**config.mk**
```make
export PLATFORM = sky130hd
export DESIGN_NAME = merge21_rr
export DESIGN_NICKNAME = d
export VERILOG_FILES = /design/src/rtl/noc_pkg.sv /design/src/rtl/merge_inbuf.sv /design/src/rtl/merge21_rr.sv
export SDC_FILE = /design/constraint.sdc
export NUM_CORES = 1
export LEC_CHECK = 0
export BUFFER_PORTS_ARGS = -buffer_cell sky130_fd_sc_hd__buf_2
export CORE_ASPECT_RATIO = 1.75
export CORE_MARGIN = 1
export CORE_UTILIZATION = 47
export DETAILED_ROUTE_END_ITERATION = 8
export PLACE_DENSITY = 0.74
export SLEW_MARGIN = 30
export SYNTH_ARGS = -nofsm -noshare
export SYNTH_HDL_FRONTEND = slang
export SYNTH_SLANG_ARGS = --single-unit
```
**constraint.sdc**
```tcl
create_clock -name CLK -period 1.6 [get_ports CLK]
set_input_delay 0 -clock CLK [delete_from_list [all_inputs] [get_ports CLK]]
set_output_delay 0 -clock CLK [all_outputs]
set_load 0.02 [all_outputs]
```
**src/rtl/noc_pkg.sv**
```systemverilog
// Shared NoC flit types and field positions for the merge/split tree.
package noc_pkg;
  localparam int FLIT_W  = 9;
  localparam int ADDR_HI = 8;
  localparam int ADDR_LO = 5;

  typedef logic [FLIT_W-1:0] flit_t;
  typedef logic              src_t;

  localparam src_t SRC_IN0 = 1'b0;
  localparam src_t SRC_IN1 = 1'b1;
endpackage

```
**src/rtl/merge_inbuf.sv**
```systemverilog
// One-entry holding register for a merge input. A grant and a new load in the
// same cycle replace the old flit, so a streaming input never bubbles.
module merge_inbuf
  import noc_pkg::*;
#(
  parameter int W = FLIT_W
) (
  input  logic         CLK,
  input  logic         RESET,
  input  logic         in_valid,
  input  logic [W-1:0] in_data,
  input  logic         grant,
  output logic         in_ready,
  output logic         buf_v,
  output logic [W-1:0] buf_data
);

  logic         v_q, v_d;
  logic [W-1:0] data_q, data_d;
  logic         load;

  assign in_ready = !v_q || grant;
  assign load     = in_valid && in_ready;
  assign buf_v    = v_q;
  assign buf_data = data_q;

  always_comb begin
    v_d    = v_q;
    data_d = data_q;
    if (load) begin
      v_d    = 1'b1;
      data_d = in_data;
    end else if (grant) begin
      v_d = 1'b0;
    end
  end

  always_ff @(posedge CLK or posedge RESET) begin
    if (RESET) begin
      v_q    <= 1'b0;
      data_q <= '0;
    end else begin
      v_q    <= v_d;
      data_q <= data_d;
    end
  end

endmodule

```
**src/rtl/merge21_rr.sv**
```systemverilog
// 2-to-1 round-robin flit merge with per-input holding buffers, a registered
// output carrying a source tag, and saturating per-input delivery counters.
module merge21_rr
  import noc_pkg::*;
#(
  parameter int W  = FLIT_W,
  parameter int CW = 8
) (
  input  logic          CLK,
  input  logic          RESET,
  input  logic          in0_valid,
  input  logic [W-1:0]  in0_data,
  output logic          in0_ready,
  input  logic          in1_valid,
  input  logic [W-1:0]  in1_data,
  output logic          in1_ready,
  output logic          out_valid,
  output logic [W-1:0]  out_data,
  output logic          out_src,
  input  logic          out_ready,
  output logic [CW-1:0] cnt0,
  output logic [CW-1:0] cnt1
);

  logic         buf0_v, buf1_v;
  logic [W-1:0] buf0_data, buf1_data;
  logic         grant0, grant1, out_free;

  logic         out_valid_q, out_valid_d;
  logic [W-1:0] out_data_q, out_data_d;
  src_t         out_src_q, out_src_d;
  src_t         rr_last_q, rr_last_d;
  logic [CW-1:0] cnt0_q, cnt0_d, cnt1_q, cnt1_d;

  merge_inbuf #(.W(W)) u_buf0 (
    .CLK(CLK), .RESET(RESET),
    .in_valid(in0_valid), .in_data(in0_data), .grant(grant0),
    .in_ready(in0_ready), .buf_v(buf0_v), .buf_data(buf0_data)
  );

  merge_inbuf #(.W(W)) u_buf1 (
    .CLK(CLK), .RESET(RESET),
    .in_valid(in1_valid), .in_data(in1_data), .grant(grant1),
    .in_ready(in1_ready), .buf_v(buf1_v), .buf_data(buf1_data)
  );

  assign out_free = !out_valid_q || out_ready;

  // On a tie the input that did not win last time is served.
  always_comb begin
    grant0 = 1'b0;
    grant1 = 1'b0;
    if (out_free) begin
      if (buf0_v && buf1_v) begin
        if (rr_last_q == SRC_IN0) grant1 = 1'b1;
        else                      grant0 = 1'b1;
      end else if (buf0_v) begin
        grant0 = 1'b1;
      end else if (buf1_v) begin
        grant1 = 1'b1;
      end
    end
  end

  always_comb begin
    out_valid_d = out_valid_q;
    out_data_d  = out_data_q;
    out_src_d   = out_src_q;
    rr_last_d   = rr_last_q;
    cnt0_d      = cnt0_q;
    cnt1_d      = cnt1_q;
    if (grant0 || grant1) begin
      out_valid_d = 1'b1;
      out_data_d  = grant1 ? buf1_data : buf0_data;
      out_src_d   = grant1 ? SRC_IN1 : SRC_IN0;
      rr_last_d   = grant1 ? SRC_IN1 : SRC_IN0;
    end else if (out_ready) begin
      out_valid_d = 1'b0;
    end
    if (grant0 && (cnt0_q != '1)) cnt0_d = cnt0_q + CW'(1);
    if (grant1 && (cnt1_q != '1)) cnt1_d = cnt1_q + CW'(1);
  end

  always_ff @(posedge CLK or posedge RESET) begin
    if (RESET) begin
      out_valid_q <= 1'b0;
      out_data_q  <= '0;
      out_src_q   <= SRC_IN0;
      rr_last_q   <= SRC_IN1;
      cnt0_q      <= '0;
      cnt1_q      <= '0;
    end else begin
      out_valid_q <= out_valid_d;
      out_data_q  <= out_data_d;
      out_src_q   <= out_src_d;
      rr_last_q   <= rr_last_d;
      cnt0_q      <= cnt0_d;
      cnt1_q      <= cnt1_d;
    end
  end

  assign out_valid = out_valid_q;
  assign out_data  = out_data_q;
  assign out_src   = out_src_q;
  assign cnt0      = cnt0_q;
  assign cnt1      = cnt1_q;

endmodule

```
Word-level counts from Yosys, hierarchy flattened --
Cells that the tools add are included.
Word-level totals: flip-flop bits (word level) 48
Operators by class: $add $sub $neg 2, eq/ne operators 2, mux-type cells 17, reduce and logical (&&, ||, !) cells 15
Operator list (count):
- adder 8 x 1 -> 8 bit, second input constant | 2
- two-way mux 1 bit | 16
- inequality test 8 bit, second input constant | 2
- two-way mux 9 bit | 1
- nonzero test 2 bit | 3
- logical AND 1 bit | 5
- logical OR 1 bit | 4
- logical NOT 1 bit | 3

Depth between registers and ports, before layout --
word-level depth 7, depth in mapped cells 6, mapped depth without buffers 5

Cells and area by module --
A second synthesis with hierarchy kept.
Second synthesis, totals: cells, all modules 175, area total of the unflattened synthesis 2258.4 sq um
Modules (own cells, without submodules):
- merge21_rr | instances 1, cells an instance 129, area each 1400.1 sq um, sequential area each 701.9 sq um
- merge_inbuf | instances 2, cells an instance 23, area each 429.2 sq um, sequential area each 250.2 sq um

Worst setup path after synthesis --
Ideal clock, no wire load.
path kind reg2reg, start point register cnt1_q[0], in the netlist cnt1[0], end point register cnt1_q[1], in the netlist cnt1[1], setup time 0.125 ns, arrival 1.550 ns, slack -0.075 ns, stages on the path, launching flop included 5, buffers on the path 0, cell sequence dfrtp_1 -> ha_1 -> and4_1 -> a21oi_1 -> mux2_2
Between the ends: word-level cells in the longest chain between the ends 2
RTL lines:
- start, declared | RTL line merge21_rr.sv:33 | logic [CW-1:0] cnt0_q, cnt0_d, cnt1_q, cnt1_d;
- start signal, assigned | RTL line merge21_rr.sv:98 | cnt1_q <= cnt1_d;
- branches (longest 2 deep; another with adder 8 x 1 -> 8 bit)
Several ways; the timed one is not identified. A chain may end at the register's enable or synchronous reset.

Worst setup path after layout --
start point register rr_last_q, end point register cnt0_q[5], in the netlist cnt0[5]
Between the ends: word-level cells in the longest chain between the ends 4
RTL lines:
- start, declared | RTL line merge21_rr.sv:32 | src_t rr_last_q, rr_last_d;
- start signal, assigned | RTL line merge21_rr.sv:96 | rr_last_q <= rr_last_d;
- two-way mux 1 bit | RTL line merge21_rr.sv:55 | if (rr_last_q == SRC_IN0) grant1 = 1'b1;
- two-way mux 1 bit | RTL line merge21_rr.sv:54 | if (buf0_v && buf1_v) begin
- two-way mux 1 bit | RTL line merge21_rr.sv:53 | if (out_free) begin
- logical AND 1 bit | RTL line merge21_rr.sv:80 | if (grant0 && (cnt0_q != '1)) cnt0_d = cnt0_q + CW'(1);
- end signal, assigned | RTL line merge21_rr.sv:97 | cnt0_q <= cnt0_d;
- end, declared | RTL line merge21_rr.sv:33
No other way between the ends.

==> results.py <==
metrics = {
    "route": {
        "drc": 0,
        "vias": 1790,
        "drtIter0Drc": 42,
        "avgViaCountPerCell": 5.408,
        "ant_nets": 0,
        "wl_per_cell_um": 15.05,
        "first_pass_iters": 4,
        "routed_wl_mm": 4.982,
    },
    "setup_path": {
        "rrSetupSlack_ns": 0.02,
        "critical-path-slowest-cell": "dfstp_2",
        "end_kind": "flop",
        "worstPathRequired_ns": 1.79,
        "cp_slowest_stage_delay_ns": 0.56,
        "crit_chain": "and2b_4 -> nor3_4 -> and4_1 -> mux2_4",
        "cp_top_family": "simple AND/OR/NAND/NOR gates",
        "reg2reg_depth": 4,
        "path_depth": 4,
        "worst-path-buf-inv": 0,
        "critical_path_class": "flop to flop",
        "path_max_fanout": 4,
        "critPathLaunchType": "flop",
        "cp.arrival_ns": 1.76,
    },
    "timing": {
        "setup_tns_ns": 0,
        "tightest_slew_ns": 0.4677,
        "fin_hold_ws_ns": 0.07800,
        "period_needed_ns": 1.577,
        "layout_setup_ws_ns": 0.02278,
        "skew_ns": 0.01017,
        "relSlewSlack_pct": 68.78,
        "fin_crit_sh_pct": 98.58,
        "setup_viol": 0,
        "max_freq_mhz": 634.0,
        "hold_violations": 0,
        "slew_violations": 0,
    },
    "cts": {
        "cts.path.max_buffers": 2,
        "cts_sinks": 48,
        "cts_root_buf": "clkbuf_8",
        "htree_levels": 2,
        "cts_tree": "yes",
        "clock_latency_ns": 0.30,
        "clk_pin_slew_ns": 0.09,
        "cts_inserted_buffers": 5,
    },
    "place": {
        "io_buffers": 51,
        "dp_slack_ns": 0.001784,
        "hpwl_mm": 3.305,
        "dpl_cell_area_um2": 2584,
        "gp_congestion": 0.7961,
    },
    "global_route": {
        "grt_util_all_layers_pct": 23.41,
        "grt_pass1_wl_mm": 8.286,
        "grt_start_max_net_pins": 24,
        "grt_overflow_total": 0,
        "antenna_found_initial": 0,
        "grt_pass1_vias": 1841,
    },
    "power_and_ir_drop": {
        "p_leak_uw": 0.001401,
        "power_density_nw_per_um2": 1618,
        "peakVddDrop_mv": 1.143,
    },
    "min_path": {
        "hp-class": "input pin to flop",
        "holdPathStages": 3,
    },
    "yosys": {
        "avgSynthCellArea_um2": 11.50,
        "yosysWarnings": 0,
        "async_flop_share_pct": 100.0,
        "netlist_instances": 185,
        "synth_top_area_share_pct": 55.26,
        "yosysMostFrequentCell": "dfrtp_1",
        "synth_nets": 210,
        "ys_ff_latch": 48,
        "yosysSeqAreaShare_pct": 56.50,
        "synth_common_cells": "dfrtp_1, mux2_2, a21oi_1",
        "syn_area_um2": 2128,
        "ys_types": 31,
        "synth_edf_count": 0,
        "synth.largest_area_cell": "dfrtp_1",
        "ys.flop_type": "dfrtp_1",
        "synth_area_leaders": "dfrtp_1, mux2_2, a21oi_1",
    },
    "floorplanning": {
        "start_util_pct": 48.77,
        "rows": 32,
        "dieHeight_um": 91.02,
        "design.die.area_um2": 4812,
        "coreArea_um2": 4364,
        "ios": 52,
        "die_w_um": 52.87,
    },
    "finish": {
        "area_growth_syn_to_layout_pct": 38.57,
        "num_antenna_cells": 0,
        "final_area_um2": 2949,
        "fin_util_pct": 67.57,
        "drive_gt1_share_pct": 41.79,
        "finalNetCount": 304,
        "n_fill_cell": 360,
    },
    "run": {
        "max-cap-violations": 0,
    },
    "run_status": {
        "status": "completed",
    },
}
## repair_timing
item,4_1_cts,5_1_grt
setup endpoints to repair,2,23
gates resized for setup,1,5
hold endpoints to repair,39,0
hold buffers,21,0
pin swaps,1,0
buffers inserted,0,0
## stage by stage
step / total power (µW) / instances
3_5_place_dp: 3669 / 302
2_1_floorplan: 3020 / 185
5_1_grt: 5043 / 331
3_3_place_gp: 3608 / 302
4_1_cts: 4732 / 331
6_report: 4772 / 331
## cells by family (layout without fill, tap and decap cells)
logic type | Yosys count | count (layout) | share of synthesized area [%]
xor+xnor | 3 | 3 | 1.235
compound gates | 27 | 27 | 7.054
flops | 48 | 48 | 56.50
buf+inv | 7 | 102 | 1.646
mux | 28 | 28 | 14.87
fa+ha+maj | 2 | 2 | 1.176
simple gates | 70 | 70 | 17.52
## placed cells by master, fill, tap and decap left out, types with 3 or more instances in the layout
master,synthesis,final
and4_1,4,4
nor2_1,13,13
buf_2,1,51
nand4_1,5,5
mux2_2,25,24
dlygate4sd3_1,0,21
nand2_1,20,20
a21oi_1,21,21
dfrtp_1,47,45
nand3_1,9,9
nand2b_1,6,6
clkbuf_8,0,5
and3_1,3,3
buf_4,0,19
## final cells by class
cell class	instances	area (µm²)	share of cell area (%)
Clock inverter	2	60.06	2.036
Sequential cell	48	1205	40.86
Clock buffer	6	72.57	2.461
Multi-Input combinational cell	130	928.4	31.48
Inverter	3	11.26	0.3818
Tap cell	51	63.81	2.164
Timing Repair Buffer	91	608.1	20.62
## routing by layer
metal / vias up / wire, µm / global-route usage [%]
li1: 840 / - / -
met1: 902 / 1887 / 26.73
met2: 41 / 2871 / 42.72
met3: 7 / 153 / 3.685
met4: 0 / 68 / 6.579
met5: - / 0 / 0
## state kept, by name, indices dropped and copies added (netlist names)
name	flops
cnt0	8
rr_last_q	1
cnt1	8
u_buf1.buf_data	9
out_src	1
out_data	9
u_buf0.buf_data	9
out_valid	1
u_buf1.buf_v	1
u_buf0.buf_v	1
## worst reg2reg max path: cells and delay by family, from the launching register on
family | cells | cell delay [ns]
flops | 1 | 0.56
mux | 1 | 0.31
simple gates | 3 | 0.59
## path summary, 6_finish.rpt
| kind | from | endpoint |
|---|---|---|
| min | out_ready | out_valid |
| min reg2reg | rr_last_q | rr_last_q |
| max | rr_last_q | cnt0[5] |
| max reg2reg | rr_last_q | cnt0[5] |
| max in group asynchronous | RESET | cnt0[6] |
| min in group asynchronous | RESET | u_buf1.buf_data[1] |
## report_power, final
group | leakage, µW | internal, µW | switching, µW
Sequential | 0.000558 | 1640 | 290
Combinational | 0.000777 | 808 | 997
Clock | 0.0000654 | 625 | 413
Total | 0.00140 | 3070 | 1700
Power figures use the tool's default switching activity.
